--- config.mk ---
export PLATFORM = sky130hd
export DESIGN_NAME = pipe_wall_chain
export DESIGN_NICKNAME = d
export VERILOG_FILES = /design/src/rtl/pipe_wall_chain_pkg.sv /design/src/rtl/pipe_wall_chain_stage.sv /design/src/rtl/pipe_wall_chain.sv
export SDC_FILE = /design/constraint.sdc
export NUM_CORES = 1
export LEC_CHECK = 0
export BUFFER_PORTS_ARGS = -buffer_cell sky130_fd_sc_hd__buf_2
export CORE_MARGIN = 3
export CORE_UTILIZATION = 50
export CTS_BUF_LIST = sky130_fd_sc_hd__clkbuf_8
export CTS_CLUSTER_SIZE = 40
export DETAILED_ROUTE_END_ITERATION = 8
export GPL_TIMING_DRIVEN = 0
export PLACE_DENSITY_LB_ADDON = 0.1
export SYNTH_ARGS = -nofsm -noshare
export SYNTH_HDL_FRONTEND = slang
export SYNTH_SLANG_ARGS = --single-unit
--- constraint.sdc ---
create_clock -name clock -period 2.1 [get_ports clock]
set_input_delay 0.315 -clock clock [delete_from_list [all_inputs] [get_ports clock]]
set_output_delay 0.315 -clock clock [all_outputs]
set_load 0.02 [all_outputs]
--- src/rtl/pipe_wall_chain_pkg.sv ---
// Shared defaults and stage naming for the TiniSOC pipeline register walls.
package pipe_pkg;

  localparam int PIPE_WIDTH     = 32;
  localparam int PIPE_STAGES    = 4;
  localparam int PIPE_CNT_WIDTH = 16;

  typedef enum logic [1:0] {
    STG_IF_ID  = 2'd0,
    STG_ID_EX  = 2'd1,
    STG_EX_MEM = 2'd2,
    STG_MEM_WB = 2'd3
  } stageIdxT;

endpackage

--- src/rtl/pipe_wall_chain_stage.sv ---
// One pipeline wall: a valid bit plus payload with flush > hold > bubble > load priority.
module pipe_wall_stage
  import pipe_pkg::*;
#(
  parameter int WIDTH        = PIPE_WIDTH,
  parameter int ZERO_ON_KILL = 1
) (
  input  logic             clock,
  input  logic             reset_n,
  input  logic             hold,
  input  logic             bubble,
  input  logic             flush,
  input  logic             upValid,
  input  logic [WIDTH-1:0] upData,
  output logic             valid,
  output logic [WIDTH-1:0] data
);

  // A killed stage (flush or bubble) always drops valid; the payload is only
  // scrubbed when the chain is built to zero dead slots.
  always_ff @(posedge clock) begin
    if (!reset_n) begin
      valid <= 1'b0;
      data  <= '0;
    end else if (flush) begin
      valid <= 1'b0;
      if (ZERO_ON_KILL != 0) data <= '0;
    end else if (!hold) begin
      if (bubble) begin
        valid <= 1'b0;
        if (ZERO_ON_KILL != 0) data <= '0;
      end else begin
        valid <= upValid;
        data  <= upData;
      end
    end
  end

endmodule

--- src/rtl/pipe_wall_chain.sv ---
// STAGES-deep register chain with per-stage flush/stall, automatic bubble
// insertion below a stall, and a saturating bubble-cycle counter.
module pipe_wall_chain
  import pipe_pkg::*;
#(
  parameter int WIDTH        = PIPE_WIDTH,
  parameter int STAGES       = PIPE_STAGES,
  parameter int ZERO_ON_KILL = 1,
  parameter int CNT_WIDTH    = PIPE_CNT_WIDTH
) (
  input  logic                    clock,
  input  logic                    reset_n,
  input  logic                    in_valid,
  input  logic [WIDTH-1:0]        in_data,
  output logic                    in_ready,
  input  logic [STAGES-1:0]       stall,
  input  logic [STAGES-1:0]       flush,
  output logic [STAGES-1:0]       stage_valid,
  output logic [STAGES*WIDTH-1:0] stage_data,
  output logic                    out_valid,
  output logic [WIDTH-1:0]        out_data,
  output logic [CNT_WIDTH-1:0]    bubble_count,
  input  logic                    clr_count
);

  logic [STAGES-1:0]    hold;
  logic [STAGES-1:0]    bubble;
  logic                 bubbleEvent;
  logic [CNT_WIDTH-1:0] bubbleCount;
  logic                 stageValid [STAGES];
  logic [WIDTH-1:0]     stageData  [STAGES];

  for (genvar k = 0; k < STAGES; k++) begin : gStage
    // A stall anywhere downstream freezes this stage too.
    assign hold[k] = |stall[STAGES-1:k];

    if (k == 0) begin : gFirst
      assign bubble[k] = 1'b0;

      pipe_wall_stage #(
        .WIDTH        (WIDTH),
        .ZERO_ON_KILL (ZERO_ON_KILL)
      ) uStage (
        .clock   (clock),
        .reset_n (reset_n),
        .hold    (hold[k]),
        .bubble  (bubble[k]),
        .flush   (flush[k]),
        .upValid (in_valid),
        .upData  (in_data),
        .valid   (stageValid[k]),
        .data    (stageData[k])
      );
    end else begin : gRest
      // Bubble only where the freeze boundary sits and the stage is not flushed.
      assign bubble[k] = hold[k-1] & ~hold[k] & ~flush[k];

      pipe_wall_stage #(
        .WIDTH        (WIDTH),
        .ZERO_ON_KILL (ZERO_ON_KILL)
      ) uStage (
        .clock   (clock),
        .reset_n (reset_n),
        .hold    (hold[k]),
        .bubble  (bubble[k]),
        .flush   (flush[k]),
        .upValid (stageValid[k-1]),
        .upData  (stageData[k-1]),
        .valid   (stageValid[k]),
        .data    (stageData[k])
      );
    end

    assign stage_valid[k]                = stageValid[k];
    assign stage_data[k*WIDTH +: WIDTH]  = stageData[k];
  end

  assign bubbleEvent = |bubble;
  assign in_ready    = ~hold[0];
  assign out_valid   = stageValid[STAGES-1];
  assign out_data    = stageData[STAGES-1];

  // Counts cycles with any bubble; clear wins over increment and the count sticks at all-ones.
  always_ff @(posedge clock) begin
    if (!reset_n) begin
      bubbleCount <= '0;
    end else if (clr_count) begin
      bubbleCount <= '0;
    end else if (bubbleEvent && (bubbleCount != {CNT_WIDTH{1'b1}})) begin
      bubbleCount <= bubbleCount + CNT_WIDTH'(1);
    end
  end

  assign bubble_count = bubbleCount;

endmodule

After elaboration in Yosys (flattened, before gate mapping)
Index checks and enable logic that the tools add are counted.
{"block": "classes", "addsub": 1, "bitwise_logic": 14, "eq_ne": 1, "reduce_logical": 10, "n_mux": 6}
{"cell": "$mux W32", "count": 3}
{"cell": "$add A16 B1 Y16 const B", "count": 1}
{"cell": "$ne A16 B16 Y1 const B", "count": 1}
{"cell": "$reduce_or A2 Y1", "count": 6}
{"cell": "$not A1 Y1", "count": 8}
{"cell": "$and A1 B1 Y1", "count": 6}
{"cell": "$reduce_or A3 Y1", "count": 2}
{"cell": "$reduce_or A4 Y1", "count": 1}
{"cell": "$mux W1", "count": 3}
{"cell": "$logic_and A1 B1 Y1", "count": 1}
{"block": "totals", "register_bits": 148, "in_bits": 44}

Logic depth before layout (Yosys ltp)
{"block": "logic_depth", "depth_word": 6, "ltp_mapped": 7}

Hierarchy
A second synthesis with hierarchy kept.
{"block": "unflattened", "hier_cells": 736, "area_unflattened_um2": 6506.2}
{"mod": "pipe_wall_stage", "area_per_inst_um2": 1316.3, "cells_each": 147, "n_inst": 4}
{"mod": "pipe_wall_chain", "area_per_inst_um2": 1241.2, "cells_each": 148, "n_inst": 1}

Worst setup path after synthesis
OpenSTA, ideal clock, no wires.
{"block": "synth_path", "path_kind": "flip-flop to flip-flop", "startpoint": "register bubbleCount[0] (netlist: bubble_count[0])", "endpoint": "register bubbleCount[11] (netlist: bubble_count[11])", "arrival_time_ps": 1664, "period_less_slack_ps": 1735, "setup_slack_ps": 365, "path_stages_with_launch": 8, "path_buffers": 2, "required_ps": 2028, "path_cell_list": "dfxtp_1 > ha_1 > and2_1 > and3_1 > buf_2 > buf_2 > a211oi_1 > mux2i_1"}
{"block": "synth_between", "elab_chain_cells": 2}
{"item": "start: declaration", "line": "pipe_wall_chain.sv:29", "text": "logic [CNT_WIDTH-1:0] bubbleCount;"}
{"item": "start signal: assignment", "line": "pipe_wall_chain.sv:90", "text": "bubbleCount <= bubbleCount + CNT_WIDTH'(1);"}
{"item": "parallel branches: the longest is 2 deep, another holds $add A16 B1 Y16"}
Parallel ways; which one is timed is not known.
A chain may end at the register's enable or synchronous reset.

Worst setup path after layout
Same ends and word-level chain as after synthesis.

==> flow_metrics.env <==
export IMPL_ys_ff_latch=148
export IMPL_grt_max_degree=17
export IMPL_syn_inst=668
export IMPL_die_w_um=114
export IMPL_power_mw=5.49
export IMPL_holdPathStages=3
export IMPL_cp_common_cell="buf_2"
export IMPL_pwr_share_clk_pct=43.8
export IMPL_worst_skew_pair_late_latency_ns=0.45
export IMPL_path_cells="ha_1 -> and2_1 -> and3_1 -> buf_2 -> buf_2 -> a211oi_1 -> mux2i_1"
export IMPL_wl_per_cell_um=15.1
export IMPL_yosysTopAreaCellShare_pct=50.8
export IMPL_netlist_top_cells_count="148 x dfxtp_1, 115 x nand2_1, 69 x a21oi_1, 68 x nor2_1, 44 x mux2i_1"
export IMPL_syn_nets=713
export IMPL_ys_warnings_count=0
export IMPL_synth_ff_type="dfxtp_1"
export IMPL_grt_pass1_wl_um=25800
export IMPL_pin_count=226
export IMPL_start_util_pct=52.4
export IMPL_yosys_top_cells_area="dfxtp_1 51%, mux2i_1 7.6%, nand2_1 7.4%"
export IMPL_cp_max_fo=10
export IMPL_syn_area_um2=5830
export IMPL_place_inst=1033
export IMPL_crit_cells=7
export IMPL_p_leak_nw=3.44
export IMPL_io_buffer_count=225
export IMPL_dr_pass1_iters=5
export IMPL_vias=5502
export IMPL_worst_pin_slew_ns=0.514
export IMPL_cts_max_path_buffers=2
export IMPL_slowest_stage="dfxtp_1"
export IMPL_rsz0062_at_grt="no"
export IMPL_cap_violations=0
export IMPL_ant_nets=0
export IMPL_cts_resized=0
export IMPL_switching_share_pct=22.6
export IMPL_crit_path_end_kind="flip-flop"
export IMPL_startpoint="bubble_count[0]"
export IMPL_worstReg2RegStart="bubble_count[0]"
export IMPL_ys_types=38
export IMPL_period_needed_ns=1.90
export IMPL_wirelength_um=16100
export IMPL_dp_hpwl_um=12300
export IMPL_synth_enable_flop_cells=0
export IMPL_path_class="reg -> reg"
export IMPL_hp_start="in_data[27]"
export IMPL_place_congestion=0.795
export IMPL_p_int_mw=4.25
export IMPL_status="finished, final reports clean"
export IMPL_antenna_cells=0
export IMPL_first_iter_violations=340
export IMPL_grt_pass1_vias=5160
export IMPL_num_rows=38
export IMPL_slowest_delay_ns=0.36
export IMPL_nets=958
export IMPL_vias_per_cell=5.16
export IMPL_critPathArrivalTime_ns=2.29
export IMPL_fmaxAchievable_mhz=525
export IMPL_cp_top_family="simple AND/OR/NAND/NOR gates"
export IMPL_powerDensity_nw_per_um2=725
export IMPL_switchingPower_mw=1.24
export IMPL_syn_avg_cell_area_um2=8.73
export IMPL_hp_class="in -> reg"
export IMPL_final_hold_viol_count=0
export IMPL_cp_required_ns=2.49
export IMPL_post_route_util_pct=68.1
export IMPL_fin_skew_ns=0.00896
export IMPL_die_y_um=114
export IMPL_cts_inserted_buffers=17
export IMPL_ir_drop_mv=0.617
export IMPL_p_seq_share_pct=51.3
export IMPL_cts_root_buffer_cell="clkbuf_8"
export IMPL_syn2layout_area_growth_pct=30.0
export IMPL_instances_no_fill=1066
export IMPL_gr_usage_all_layers_pct=24.6
export IMPL_critical_path_startpoint_type="flip-flop"
export IMPL_yosysMostFrequentCell="dfxtp_1"
export IMPL_clkSinkCount=148
export IMPL_synth_top_cell_by_area="dfxtp_1"
export IMPL_drive_above_1_share_pct=34.0
export IMPL_drc=0
export IMPL_combPwrFrac_pct=4.9
export IMPL_ctsHoldBuffers=0
export IMPL_synth_async_reset_ratio_pct=0
export IMPL_cts_tree="done"
export IMPL_die_area_um2=13000
export IMPL_setup_viol=0
export IMPL_antenna_found_initial=0
export IMPL_maxSlewHeadroom_pct=65.7
export IMPL_drv_slew=0
export IMPL_core_area_um2=11100
export IMPL_clkTransAtPathRegs_ns=0.08
export IMPL_yosysSeqAreaShare_pct=50.8
export IMPL_rr_worst_depth=7
export IMPL_path_buf_inv=2
export IMPL_post_route_period_util_pct=90.6
export IMPL_cts_max_level=4
export IMPL_overflow=0
==> layout by cell type, fill, tap and decap left out, types with 2 or more instances in the layout <==
cell type	synthesis	layout
nand2b_1	17	17
a22oi_1	33	33
bufinv_16	0	4
and2_1	2	2
a21oi_1	69	69
and3_1	5	5
nor3_1	3	3
buf_2	14	239
nand4_1	3	3
buf_4	37	38
a211oi_1	9	9
clkbuf_1	33	33
nand2_1	115	115
nor2_1	68	68
clkbuf_8	0	19
a41oi_1	2	2
clkinv_4	0	2
clkinv_2	0	5
and4_1	2	2
nor2b_1	3	3
nand3_1	40	40
buf_1	3	3
dfxtp_1	148	148
mux2i_1	44	44
==> cells by family (layout without fill, tap and decap cells) <==
| family | count (synthesis) | count (layout) | share of synthesized area, % |
|---|---|---|---|
| adder cells (fa/ha/maj) | 1 | 1 | 0.215 |
| AND/OR/NAND/NOR | 267 | 267 | 20.3 |
| flip-flops | 148 | 148 | 50.8 |
| buffers and inverters | 89 | 347 | 8.41 |
| AO/OA/AOI/OAI | 119 | 119 | 12.7 |
| multiplexers | 44 | 44 | 7.55 |
==> power by group through the flow <==
stage | registers (mW) | clock network, mW | logic [mW]
2_1_floorplan | 2.89 | 0 | 0.156
3_3_place_gp | 2.88 | 0 | 0.259
3_5_place_dp | 2.88 | 0 | 0.266
4_1_cts | 2.82 | 2.45 | 0.269
5_1_grt | 2.82 | 2.57 | 0.297
6_report | 2.82 | 2.41 | 0.270
==> tightest hold or removal path: stages <==
cell and delay (ns):
buf_2 0.10, nand2_1 0.04, a21oi_1 0.05
==> flip-flops by register name, indices dropped and copies added, names as in the netlist <==
signal,count
bubble_count,16
gStage.gFirst.uStage.data,32
gStage.gFirst.uStage.valid,1
gStage.gRest.uStage.data,96
gStage.gRest.uStage.valid,3
==> repair_timing <==
action,in CTS,in global routing
endpoints found under the setup margin,1,0
buffers inserted,1,0
endpoints found under the hold margin,0,0
==> cell type report <==
type,instances,area [um^2]
fill,929,3550
sequential,148,2960
multi-input combinational,431,2380
timing repair buffer,226,1130
buffer,87,483
clock buffer,19,262
clock inverter,13,179
tap,140,175
inverter,2,7.51
==> per-stage QoR <==
step	worst slack, ns	setup TNS (ns)	hold WS (ns)	instance area, um^2
floorplan	0.365	0	0.445	5830
global placement	-0.0400	-0.0400	0.454	7130
detailed placement	-0.0633	-0.0633	0.463	7130
CTS	0.183	0	0.0697	7580
global route	0.0505	0	0.0721	7580
finish	0.196	0	0.0977	7580
==> per-layer routing <==
layer,part of all wire (%),track usage (%),up-vias
li1,-,-,2737
met1,41,29.4,2554
met2,50,43.0,194
met3,7.3,7.06,17
met4,1.2,7.21,0
met5,0,0,-
==> path summary, 6_finish.rpt <==
check / slack (ns) / to
worst max-delay path: 0.20 / bubble_count[11]
worst max register to register: 0.20 / bubble_count[11]
worst min register to register: 0.47 / gStage[1].gRest.uStage.data[31]
worst min-delay path: 0.1 / gStage[0].gFirst.uStage.data[27]
Note: power is estimated with default switching activity, not from simulation.
